`src/rtl/issue_entry_queue.sv`:
```
// Circular FIFO between decoder and issue stage; exposes oldest entry plus a lookahead.
// Define ISSUE_QUEUE_BYPASS_EN to let a decoded entry pass straight through an empty queue.
module issue_entry_queue #(
    parameter int unsigned DEPTH = 4,
    parameter type         sbe_t = logic [63:0],
    localparam int unsigned CW   = $clog2(DEPTH + 1),
    localparam int unsigned PW   = $clog2(DEPTH)
) (
    input  logic          clk_i,
    input  logic          rst_i,
    input  logic          flush_i,
    input  logic          debug_req_i,
    input  sbe_t          decoded_entry_i,
    input  logic          decoded_valid_i,
    input  logic          decoded_is_ctrl_flow_i,
    output logic          decoded_ready_o,
    output sbe_t          issue_entry_o,
    output logic          issue_entry_valid_o,
    output logic          is_ctrl_flow_o,
    input  logic          issue_instr_ack_i,
    output sbe_t          peek_entry_o,
    output logic          peek_valid_o,
    output logic [CW-1:0] count_o
);

    sbe_t             mem_q [DEPTH];
    logic [DEPTH-1:0] cf_q;
    logic [PW-1:0]    rd_ptr_q, rd_ptr_d;
    logic [PW-1:0]    wr_ptr_q, wr_ptr_d;
    logic [CW-1:0]    count_q, count_d;
    logic [PW-1:0]    peek_ptr;

    logic empty, full;
    logic push, pop, wr_en;
    logic bypass_act, bypass_consume;

    assign empty    = (count_q == '0);
    assign full     = (count_q == CW'(DEPTH));
    assign peek_ptr = rd_ptr_q + PW'(1);

    // Ready depends only on state and control inputs, never on the ack.
    assign decoded_ready_o = !rst_i && !full && !debug_req_i && !flush_i;
    assign push            = decoded_valid_i && decoded_ready_o;

`ifdef ISSUE_QUEUE_BYPASS_EN
    assign bypass_act = !rst_i && empty && decoded_valid_i && !flush_i && !debug_req_i;
`else
    assign bypass_act = 1'b0;
`endif
    // A bypassed entry acked in the same cycle never touches storage.
    assign bypass_consume = bypass_act && issue_instr_ack_i;

    assign pop   = !rst_i && !empty && issue_instr_ack_i;
    assign wr_en = push && !bypass_consume;

    always_comb begin
        rd_ptr_d = rd_ptr_q;
        wr_ptr_d = wr_ptr_q;
        count_d  = count_q;
        if (rst_i || flush_i) begin
            rd_ptr_d = '0;
            wr_ptr_d = '0;
            count_d  = '0;
        end else if (!bypass_consume) begin
            if (wr_en) wr_ptr_d = wr_ptr_q + PW'(1);
            if (pop)   rd_ptr_d = rd_ptr_q + PW'(1);
            case ({wr_en, pop})
                2'b10:   count_d = count_q + CW'(1);
                2'b01:   count_d = count_q - CW'(1);
                default: count_d = count_q;
            endcase
        end
    end

    always_ff @(posedge clk_i) begin
        if (rst_i) begin
            rd_ptr_q <= '0;
            wr_ptr_q <= '0;
            count_q  <= '0;
        end else begin
            rd_ptr_q <= rd_ptr_d;
            wr_ptr_q <= wr_ptr_d;
            count_q  <= count_d;
        end
    end

    // Storage is intentionally left uncleared on reset; valids gate its visibility.
    always_ff @(posedge clk_i) begin
        if (wr_en) begin
            mem_q[wr_ptr_q] <= decoded_entry_i;
            cf_q[wr_ptr_q]  <= decoded_is_ctrl_flow_i;
        end
    end

    always_comb begin
        issue_entry_valid_o = !rst_i && (!empty || bypass_act);
        issue_entry_o       = '0;
        is_ctrl_flow_o      = 1'b0;
        if (bypass_act) begin
            issue_entry_o  = decoded_entry_i;
            is_ctrl_flow_o = decoded_is_ctrl_flow_i;
        end else if (issue_entry_valid_o) begin
            issue_entry_o  = mem_q[rd_ptr_q];
            is_ctrl_flow_o = cf_q[rd_ptr_q];
        end
    end

    always_comb begin
        peek_valid_o = !rst_i && (count_q >= CW'(2));
        peek_entry_o = '0;
        if (peek_valid_o) peek_entry_o = mem_q[peek_ptr];
    end

    assign count_o = rst_i ? '0 : count_q;

endmodule

```
`config.mk`:
```
export PLATFORM = sky130hd
export DESIGN_NAME = issue_entry_queue
export DESIGN_NICKNAME = d
export VERILOG_FILES = /design/src/rtl/issue_entry_queue.sv
export SDC_FILE = /design/constraint.sdc
export NUM_CORES = 1
export LEC_CHECK = 0
export ABC_AREA = 1
export CORE_MARGIN = 2
export CORE_UTILIZATION = 58
export CTS_CLUSTER_DIAMETER = 80
export DETAILED_ROUTE_END_ITERATION = 12
export PLACE_DENSITY = 0.95
export SYNTH_ARGS = -nofsm -noshare
export SYNTH_HDL_FRONTEND = slang
export SYNTH_SLANG_ARGS = --single-unit
```
`constraint.sdc`:
```
create_clock -name clk_i -period 11.37 [get_ports clk_i]
set_clock_uncertainty 0.1 [all_clocks]
set_input_delay 2.8425 -clock clk_i [delete_from_list [all_inputs] [get_ports clk_i]]
set_output_delay 2.8425 -clock clk_i [all_outputs]
set_load 0.02 [all_outputs]
```
==> results.json, run 1 <==
{
  "hold_depth": 1,
  "grt_max_degree": 117,
  "postRouteAntennaNets": 0,
  "cp-start-kind": "input port",
  "rr_worst_depth": 5,
  "cts_inserted_buffers": 27,
  "cts.clk_slew.worst_paths_ns": 0.06,
  "tightestPinTransition_ns": 1.18,
  "r2r_end": "mem_q[3][50]$_DFFE_PP_",
  "outcome": "finished, final reports clean",
  "drtPass1Iterations": 6,
  "nNetsFinal": 1537,
  "grt-ovfl-total": 0,
  "arrival_ns": 5.33,
  "vias_per_cell": 5.96,
  "p_per_area_mw_per_mm2": 127,
  "dieArea_mm2": 0.0233,
  "post_drt_wl_per_cell_um": 19.5,
  "p_int_mw": 1.61,
  "ys_types": 27,
  "num_vias": 10500,
  "gp_congestion": 0.822,
  "cts_tree": "yes",
  "io_buffers": 205,
  "worstHoldStart": "count_q[0]$_SDFFE_PP0P_",
  "power_frac_comb": 0.037,
  "required_ns": 8.43,
  "insertion_delay_ns": 0.52,
  "antenna_found_initial": 0,
  "hold_violations": 0,
  "path_class": "input port to primary output",
  "syn_area_mm2": 0.0128,
  "die_w_um": 152,
  "tns_ns": 0,
  "track_usage": 0.287,
  "diodes": 0,
  "max_slew_margin": 0.215,
  "netSwitchingPower_mw": 0.399,
  "hold_class": "register to register",
  "drc": 0,
  "clock-sinks": 269,
  "dpl.hpwl_mm": 19.6,
  "ios": 206,
  "syn_area_per_cell_um2": 9.82,
  "worst-path-max-fanout": 61,
  "synth_nets": 1379,
  "post_cts_buffers": 0,
  "r2r_start": "count_q[1]$_SDFFE_PP0P_",
  "pwr-share-seq": 0.546,
  "drt_iter0_markers": 1066,
  "p_clk_frac": 0.417,
  "fmax_mhz": 121,
  "ctsResizeCount": 0,
  "end_kind": "primary output",
  "drive_above_1_share": 0.0581,
  "syn_to_final_growth_pct": 23.2,
  "coreArea_mm2": 0.0218,
  "initial_core_util": 0.588,
  "finalSetupViolations": 0,
  "final_cell_mix": "edfxtp_1, o21ai_0, clkdlybuf4s50_1, nand2_1, nor2_1",
  "fin_area_mm2": 0.0158,
  "rrSetupSlack_ns": 8.10,
  "finalMaxSlewViolations": 0,
  "rsz0062_at_grt": "false",
  "root_buffer": "clkbuf_16",
  "row_count": 54,
  "ys_seq_elements": 269,
  "yosys_warnings": 0,
  "clk_path_buf_depth": 3,
  "min_to": "count_q[0]$_SDFFE_PP0P_",
  "total_power_mw": 2.00,
  "ys_seq_area_frac": 0.625,
  "swShare": 0.199,
  "maxCapViolations": 0,
  "fp.dieH_um": 152,
  "dpl-instance-area_mm2": 0.0149,
  "post-route-min-period_ns": 8.27,
  "synthCells": 1302,
  "routed_wl_mm": 34.4,
  "power_leakage_nw": 5.73,
  "layout_commonest_cell": "edfxtp_1",
  "ctsHoldBuffers": 0,
  "fin_crit_sh": 0.727,
  "grt_pass1_vias": 10600,
  "grt_pass1_wl_mm": 53.3,
  "peakVddDrop_mv": 0.121,
  "cts-htree-levels": 1
}
[kinds of logic after synthesis]
| kind of cell | count (synthesis) | share of synthesized area |
|---|---|---|
| AND/OR/NAND/NOR | 359 | 0.118 |
| buffers and inverters | 240 | 0.0754 |
| flip-flops | 269 | 0.625 |
| AO/OA/AOI/OAI | 428 | 0.176 |
| adder cells (fa/ha/maj) | 6 | 0.00646 |
[worst max-delay path by stage]
stage	startpoint	end	slack, ns	cells after the start
3_3_place_gp	rst_i	peek_entry_o[60]	3.23	8
2_1_floorplan	rst_i	cf_q[0]$_DFFE_PP_	4.65	5
6_report	rst_i	peek_entry_o[32]	3.10	8
5_1_grt	rst_i	peek_entry_o[61]	3.02	8
4_1_cts	rst_i	peek_entry_o[32]	3.13	8
3_5_place_dp	rst_i	issue_entry_o[44]	3.16	6
[worst max-delay path, cell delays in order]
cell and delay [ns]:
clkdlybuf4s50_1 0.53, inv_1 0.13, o21ai_4 0.07, buf_4 0.73, a21oi_1 0.15, o21ai_0 0.19, nor2_1 0.11, clkdlybuf4s50_1 0.55
[flip-flops by register name, summed over array words and instances (netlist names), named ones only]
| signal | cells |
|---|---|
| mem_q | 256 |
| cf_q | 4 |
| count_q | 3 |
| rd_ptr_q | 2 |
| wr_ptr_q | 2 |
[cell usage after synthesis]
cell / instances / area share
nor3_1: 3 / 0.0012
nand3_1: 4 / 0.0016
inv_1: 148 / 0.043
clkbuf_2: 1 / 0.00039
and2_1: 1 / 0.00049
fa_1: 1 / 0.0016
o211ai_1: 40 / 0.023
dfxtp_1: 9 / 0.014
nor2_1: 159 / 0.047
nand2_1: 167 / 0.049
o21ai_1: 3 / 0.0012
clkbuf_1: 40 / 0.012
o21ai_0: 235 / 0.092
inv_2: 4 / 0.0012
inv_4: 1 / 0.00049
a21oi_1: 148 / 0.058
nor2_4: 2 / 0.0018
buf_2: 39 / 0.015
ha_1: 5 / 0.0049
o21ai_2: 1 / 0.00068
o22ai_1: 1 / 0.00049
buf_4: 3 / 0.0018
buf_1: 4 / 0.0012
nand2_2: 1 / 0.00049
nand4_1: 2 / 0.00098
edfxtp_1: 260 / 0.61
nor3_2: 20 / 0.016
[stage by stage]
step / cells / hold WS (ns) / util / worst slack (ns)
finish: 1760 / 0.348 / 0.724 / 3.10
global route: 1760 / 0.394 / 0.724 / 3.02
CTS: 1760 / 0.351 / 0.724 / 3.13
detailed placement: 1711 / 0.343 / 0.686 / 3.16
global placement: 1711 / 0.339 / 0.686 / 3.23
floorplan: 1302 / 0.322 / - / 4.65
[final cells by class]
class,instances,area (um^2)
Clock inverter,16,129
Tap cell,280,350
Timing Repair Buffer,216,2130
Sequential cell,269,7990
Clock buffer,33,698
Multi-Input combinational cell,793,3880
Fill cell,1403,5990
Inverter,153,579
[routing by layer]
| metal | vias up | part of all wire | wire length [um] | track usage |
|---|---|---|---|---|
| li1 | 4781 | - | - | - |
| met1 | 4870 | 0.35 | 12100 | 0.346 |
| met2 | 725 | 0.51 | 17600 | 0.515 |
| met3 | 111 | 0.11 | 3700 | 0.0449 |
| met4 | 0 | 0.030 | 1020 | 0.124 |
| met5 | - | 0 | 0 | 0 |
[power by group through the flow]
| stage | clock (mW) | sequential [mW] | combinational, mW |
|---|---|---|---|
| final | 0.836 | 1.09 | 0.0745 |
| after global routing | 0.882 | 1.09 | 0.0793 |
| after CTS | 0.841 | 1.09 | 0.0737 |
| after detailed placement | 0 | 1.11 | 0.0731 |
| after global placement | 0 | 1.11 | 0.0701 |
| after floorplan | 0 | 1.11 | 0.0247 |
Note: power is estimated with default switching activity, not from simulation.
==> run 2: changes to the inputs <==
Settings changed: CORE_UTILIZATION 58 to 54, PLACE_DENSITY 0.95 to 0.9.
Clock period 11.37 ns to 8.4 ns, I/O delays scaled along.
==> run 2 against run 1 <==
Net effect:
- first-iteration DRC count grew 30%
- wire length rose by 0.13%
- critical path depth down 2
- sequential cell count unchanged
- hold slack improved by 0.022 ns
- power is 34% higher
- non-clock buffer count rose by 1
- sequential power rose by 36%
- register-to-register slack got worse by 2.9 ns
- largest cell class unchanged
==> results.json, run 2 (synthesis results as in run 1) <==
{
  "outcome": "finished, final reports clean",
  "fin_util": 0.677,
  "peakVddDrop_mv": 0.145,
  "finalMaxSlewViolations": 0,
  "maxCapViolations": 0,
  "regMostFlops": "mem_q",
  "max_slew_margin": 0.283,
  "clock-sinks": 269,
  "power_leakage_nw": 5.72,
  "diodes": 0,
  "arrival_ns": 4.64,
  "fin_crit_sh": 0.815,
  "drc": 0,
  "largest_reg_flops": 256,
  "nNetsFinal": 1538,
  "routed_wl_mm": 34.4,
  "dpl-instance-area_mm2": 0.0150,
  "drtPass1Iterations": 6,
  "num_vias": 10500,
  "cts_tree": "yes",
  "p_int_mw": 2.15,
  "p_per_area_mw_per_mm2": 170,
  "fmax_mhz": 146,
  "initial_core_util": 0.548,
  "rsz0062_at_grt": "false",
  "final_cell_mix": "edfxtp_1, o21ai_0, clkdlybuf4s50_1, nand2_1, nor2_1",
  "drive_above_1_share": 0.0574,
  "track_usage": 0.273,
  "postRouteAntennaNets": 0,
  "cts-htree-levels": 1,
  "tns_ns": 0,
  "antenna_found_initial": 0,
  "grt_max_degree": 106,
  "cp-start-kind": "input port",
  "post_drt_wl_per_cell_um": 19.1,
  "clk_path_buf_depth": 3,
  "grt-ovfl-total": 0,
  "post-route-min-period_ns": 6.84,
  "path_class": "input port to primary output",
  "die_w_um": 158,
  "fin_area_mm2": 0.0158,
  "syn_to_final_growth_pct": 23.5,
  "coreArea_mm2": 0.0233,
  "p_clk_frac": 0.410,
  "layout_commonest_cell": "edfxtp_1",
  "tightestPinTransition_ns": 1.07,
  "cts.clk_slew.worst_paths_ns": 0.06,
  "finalSetupViolations": 0,
  "grt_pass1_vias": 10500,
  "dieArea_mm2": 0.0249,
  "power_frac_comb": 0.038,
  "fin_cells": 1799,
  "reg_top3": "mem_q: 256 flops, cf_q: 4 flops, count_q: 3 flops",
  "hold_class": "register to register",
  "end_kind": "primary output",
  "vias_per_cell": 5.83,
  "worst-path-max-fanout": 43,
  "gp_congestion": 0.786,
  "dpl.hpwl_mm": 19.9,
  "pwr-share-seq": 0.552,
  "root_buffer": "clkbuf_16",
  "ios": 206,
  "required_ns": 6.20,
  "row_count": 56,
  "grt_pass1_wl_mm": 52.8,
  "io_buffers": 205,
  "timing.hold.ws_ns": 0.370,
  "ctsResizeCount": 0,
  "swShare": 0.198,
  "netSwitchingPower_mw": 0.531,
  "cts_inserted_buffers": 27,
  "fp.dieH_um": 158,
  "drt_iter0_markers": 1387,
  "insertion_delay_ns": 0.53,
  "ctsHoldBuffers": 0,
  "post_cts_buffers": 0,
  "hold_violations": 0,
  "placed_cells": 1751
}
[run 2: final timing paths]
check        cells past startpoint                 endpoint                     from  slack [ns]
min                              1  count_q[0]$_SDFFE_PP0P_  count_q[0]$_SDFFE_PP0P_        0.37
max reg2reg                      5   mem_q[0][59]$_DFFE_PP_  count_q[1]$_SDFFE_PP0P_        5.18
min reg2reg                      1  count_q[0]$_SDFFE_PP0P_  count_q[0]$_SDFFE_PP0P_        0.37
max                              6        issue_entry_o[56]                    rst_i        1.56
[run 2: area by class of cell]
class,count,area (um^2)
timing repair buffer,217,2140
clock inverter,12,82.6
fill,1641,7540
clock buffer,36,719
tap,319,399
multi-input combinational,793,3880
inverter,153,579
sequential,269,8000
[run 2: layer usage]
layer | vias to the layer above | global-route usage | routed length [um]
met2 | 662 | 0.483 | 17300
met3 | 121 | 0.0443 | 3240
met4 | 0 | 0.123 | 1190
li1 | 4787 | - | -
met5 | - | 0 | 0
met1 | 4913 | 0.327 | 12700
[run 2: critical path: stages]
cell             delay (ns)
clkdlybuf4s50_1        0.47
inv_1                  0.19
nand2_2                0.58
buf_4                  0.48
nor2_1                 0.17
clkdlybuf4s50_1        0.64
[run 2: power groups by stage]
| stage | logic, mW | registers, mW | clock network [mW] |
|---|---|---|---|
| 2_1_floorplan | 0.0335 | 1.51 | 0 |
| 3_5_place_dp | 0.0997 | 1.51 | 0 |
| 3_3_place_gp | 0.0964 | 1.51 | 0 |
| 5_1_grt | 0.109 | 1.48 | 1.17 |
| 4_1_cts | 0.101 | 1.48 | 1.11 |
| 6_report | 0.102 | 1.48 | 1.10 |
[run 2: through the flow]
step           setup slack, ns  power (mW)
2_1_floorplan             2.42        1.54
3_3_place_gp              1.69        1.60
3_5_place_dp              1.54        1.61
4_1_cts                   1.52        2.69
5_1_grt                   1.42        2.76
6_report                  1.56        2.68
==> run 3: changes to the inputs <==
Clock period 8.4 ns to 6.7 ns, I/O delays scaled along.
==> run 3 against run 2 <==
Net effect:
- die area did not move
- setup slack got worse by 0.90 ns
- first-iteration DRC count down 8.8%
- cell area is 0.41% higher
- critical path type unchanged
- sequential power up 26%
- largest power group unchanged
- highest routed layer unchanged
==> results.json, run 3 (synthesis results as in run 1) <==
{
  "outcome": "finished, final reports clean",
  "finalSetupViolations": 0,
  "grt_max_degree": 97,
  "cts_tree": "yes",
  "grt_pass1_wl_mm": 52.5,
  "r2r_end": "mem_q[1][55]$_DFFE_PP_",
  "crit_path_max_incr_delay_ns": 0.66,
  "coreArea_mm2": 0.0233,
  "cts_inserted_buffers": 27,
  "dpl.hpwl_mm": 19.9,
  "antenna_found_initial": 0,
  "timing.hold.ws_ns": 0.386,
  "row_count": 56,
  "fp.dieH_um": 158,
  "required_ns": 4.93,
  "rrSetupSlack_ns": 3.87,
  "track_usage": 0.272,
  "post-route-min-period_ns": 6.05,
  "cts-htree-levels": 1,
  "globalRouteMet3Util": 0.0446,
  "layout_commonest_cell": "edfxtp_1",
  "cp_common_cell": "clkdlybuf4s50_1",
  "worstHoldStart": "count_q[0]$_SDFFE_PP0P_",
  "tightestPinTransition_ns": 1.07,
  "fin_area_mm2": 0.0159,
  "grt_use_met2": 0.488,
  "post_drt_wl_per_cell_um": 19.2,
  "io_buffers": 205,
  "dpl-instance-area_mm2": 0.0150,
  "r2r_start": "count_q[1]$_SDFFE_PP0P_",
  "diodes": 0,
  "drc": 0,
  "hold_class": "register to register",
  "power_frac_comb": 0.038,
  "fin_cells": 1803,
  "tns_ns": 0,
  "ctsResizeCount": 0,
  "syn_to_final_growth_pct": 24.0,
  "clock-sinks": 269,
  "rsz0062_at_grt": "false",
  "p_int_mw": 2.69,
  "end_kind": "primary output",
  "grt.busiest_layer": "met2",
  "regMostFlops": "mem_q",
  "dieArea_mm2": 0.0249,
  "arrival_ns": 4.27,
  "drive_above_1_share": 0.0627,
  "hold_violations": 0,
  "clk_path_buf_depth": 3,
  "finalMaxSlewViolations": 0,
  "ctsHoldBuffers": 0,
  "initial_core_util": 0.548,
  "num_vias": 10500,
  "vias_per_cell": 5.82,
  "placed_cells": 1754,
  "nNetsFinal": 1541,
  "cp-start-kind": "input port",
  "final_cell_mix": "edfxtp_1, o21ai_0, clkdlybuf4s50_1, nand2_1, nor2_1",
  "grt_pass1_vias": 10500,
  "worst-path-max-fanout": 37,
  "die_w_um": 158,
  "max_slew_margin": 0.287,
  "fin_crit_sh": 0.903,
  "p_clk_frac": 0.412,
  "path_cells": "clkdlybuf4s50_1 -> inv_1 -> nand2_2 -> buf_4 -> a21oi_1 -> clkdlybuf4s50_1",
  "ios": 206,
  "largest_reg_flops": 256,
  "root_buffer": "clkbuf_16",
  "reg_top3": "mem_q: 256 flops, cf_q: 4 flops, count_q: 3 flops",
  "path_class": "input port to primary output",
  "post_cts_buffers": 0,
  "timing.critical_path.from": "rst_i",
  "hold_depth": 1,
  "drt_iter0_markers": 1265,
  "insertion_delay_ns": 0.54,
  "peakVddDrop_mv": 0.207,
  "maxCapViolations": 0,
  "pwr-share-seq": 0.550,
  "power_leakage_nw": 5.76,
  "grt_use_met1": 0.320,
  "grt-ovfl-total": 0,
  "critPathSlowestCell": "clkdlybuf4s50_1",
  "postRouteAntennaNets": 0,
  "drtPass1Iterations": 7,
  "routed_wl_mm": 34.6,
  "netSwitchingPower_mw": 0.686,
  "swShare": 0.203,
  "cts.clk_slew.worst_paths_ns": 0.06,
  "p_per_area_mw_per_mm2": 213,
  "fmax_mhz": 165,
  "gp_congestion": 0.760,
  "min_to": "count_q[0]$_SDFFE_PP0P_",
  "rr_worst_depth": 5
}
[run 3: per-layer routing]
metal	routed length (um)	vias up	part of all wire
li1	-	4797	-
met1	12400	4896	0.36
met2	17700	693	0.51
met3	3490	115	0.10
met4	1060	0	0.030
met5	0	-	0
[run 3: cell type report]
cell class	count	area [um^2]
clock inverter	20	136
fill	1660	7470
clock buffer	29	683
multi-input combinational	793	3880
sequential	269	8000
tap	319	399
timing repair buffer	220	2190
inverter	153	579
[run 3: per-stage QoR]
| stage | power (mW) | setup slack [ns] | utilization |
|---|---|---|---|
| detailed placement | 2.02 | 0.678 | 0.645 |
| CTS | 3.39 | 0.702 | 0.680 |
| floorplan | 1.93 | 1.14 | - |
| global placement | 2.01 | 0.709 | 0.645 |
| global route | 3.47 | 0.610 | 0.680 |
| finish | 3.37 | 0.650 | 0.680 |
[run 3: how the worst max path moves through the flow]
stage	to	slack, ns
floorplan	cf_q[0]$_DFFE_PP_	1.14
global placement	is_ctrl_flow_o	0.71
detailed placement	is_ctrl_flow_o	0.68
CTS	is_ctrl_flow_o	0.70
global route	is_ctrl_flow_o	0.61
finish	is_ctrl_flow_o	0.65
[run 3: critical path, delay by kind of cell]
kind                   cells  cell delay [ns]
buffers and inverters      4             1.76
AND/OR/NAND/NOR            1             0.57
AO/OA/AOI/OAI              1             0.26
[run 3: power groups by stage]
| stage | Sequential [mW] | Combinational, mW | Clock [mW] |
|---|---|---|---|
| after floorplan | 1.89 | 0.0420 | 0 |
| after CTS | 1.86 | 0.127 | 1.40 |
| final | 1.86 | 0.129 | 1.39 |
| after detailed placement | 1.89 | 0.127 | 0 |
| after global routing | 1.86 | 0.137 | 1.47 |
| after global placement | 1.89 | 0.121 | 0 |
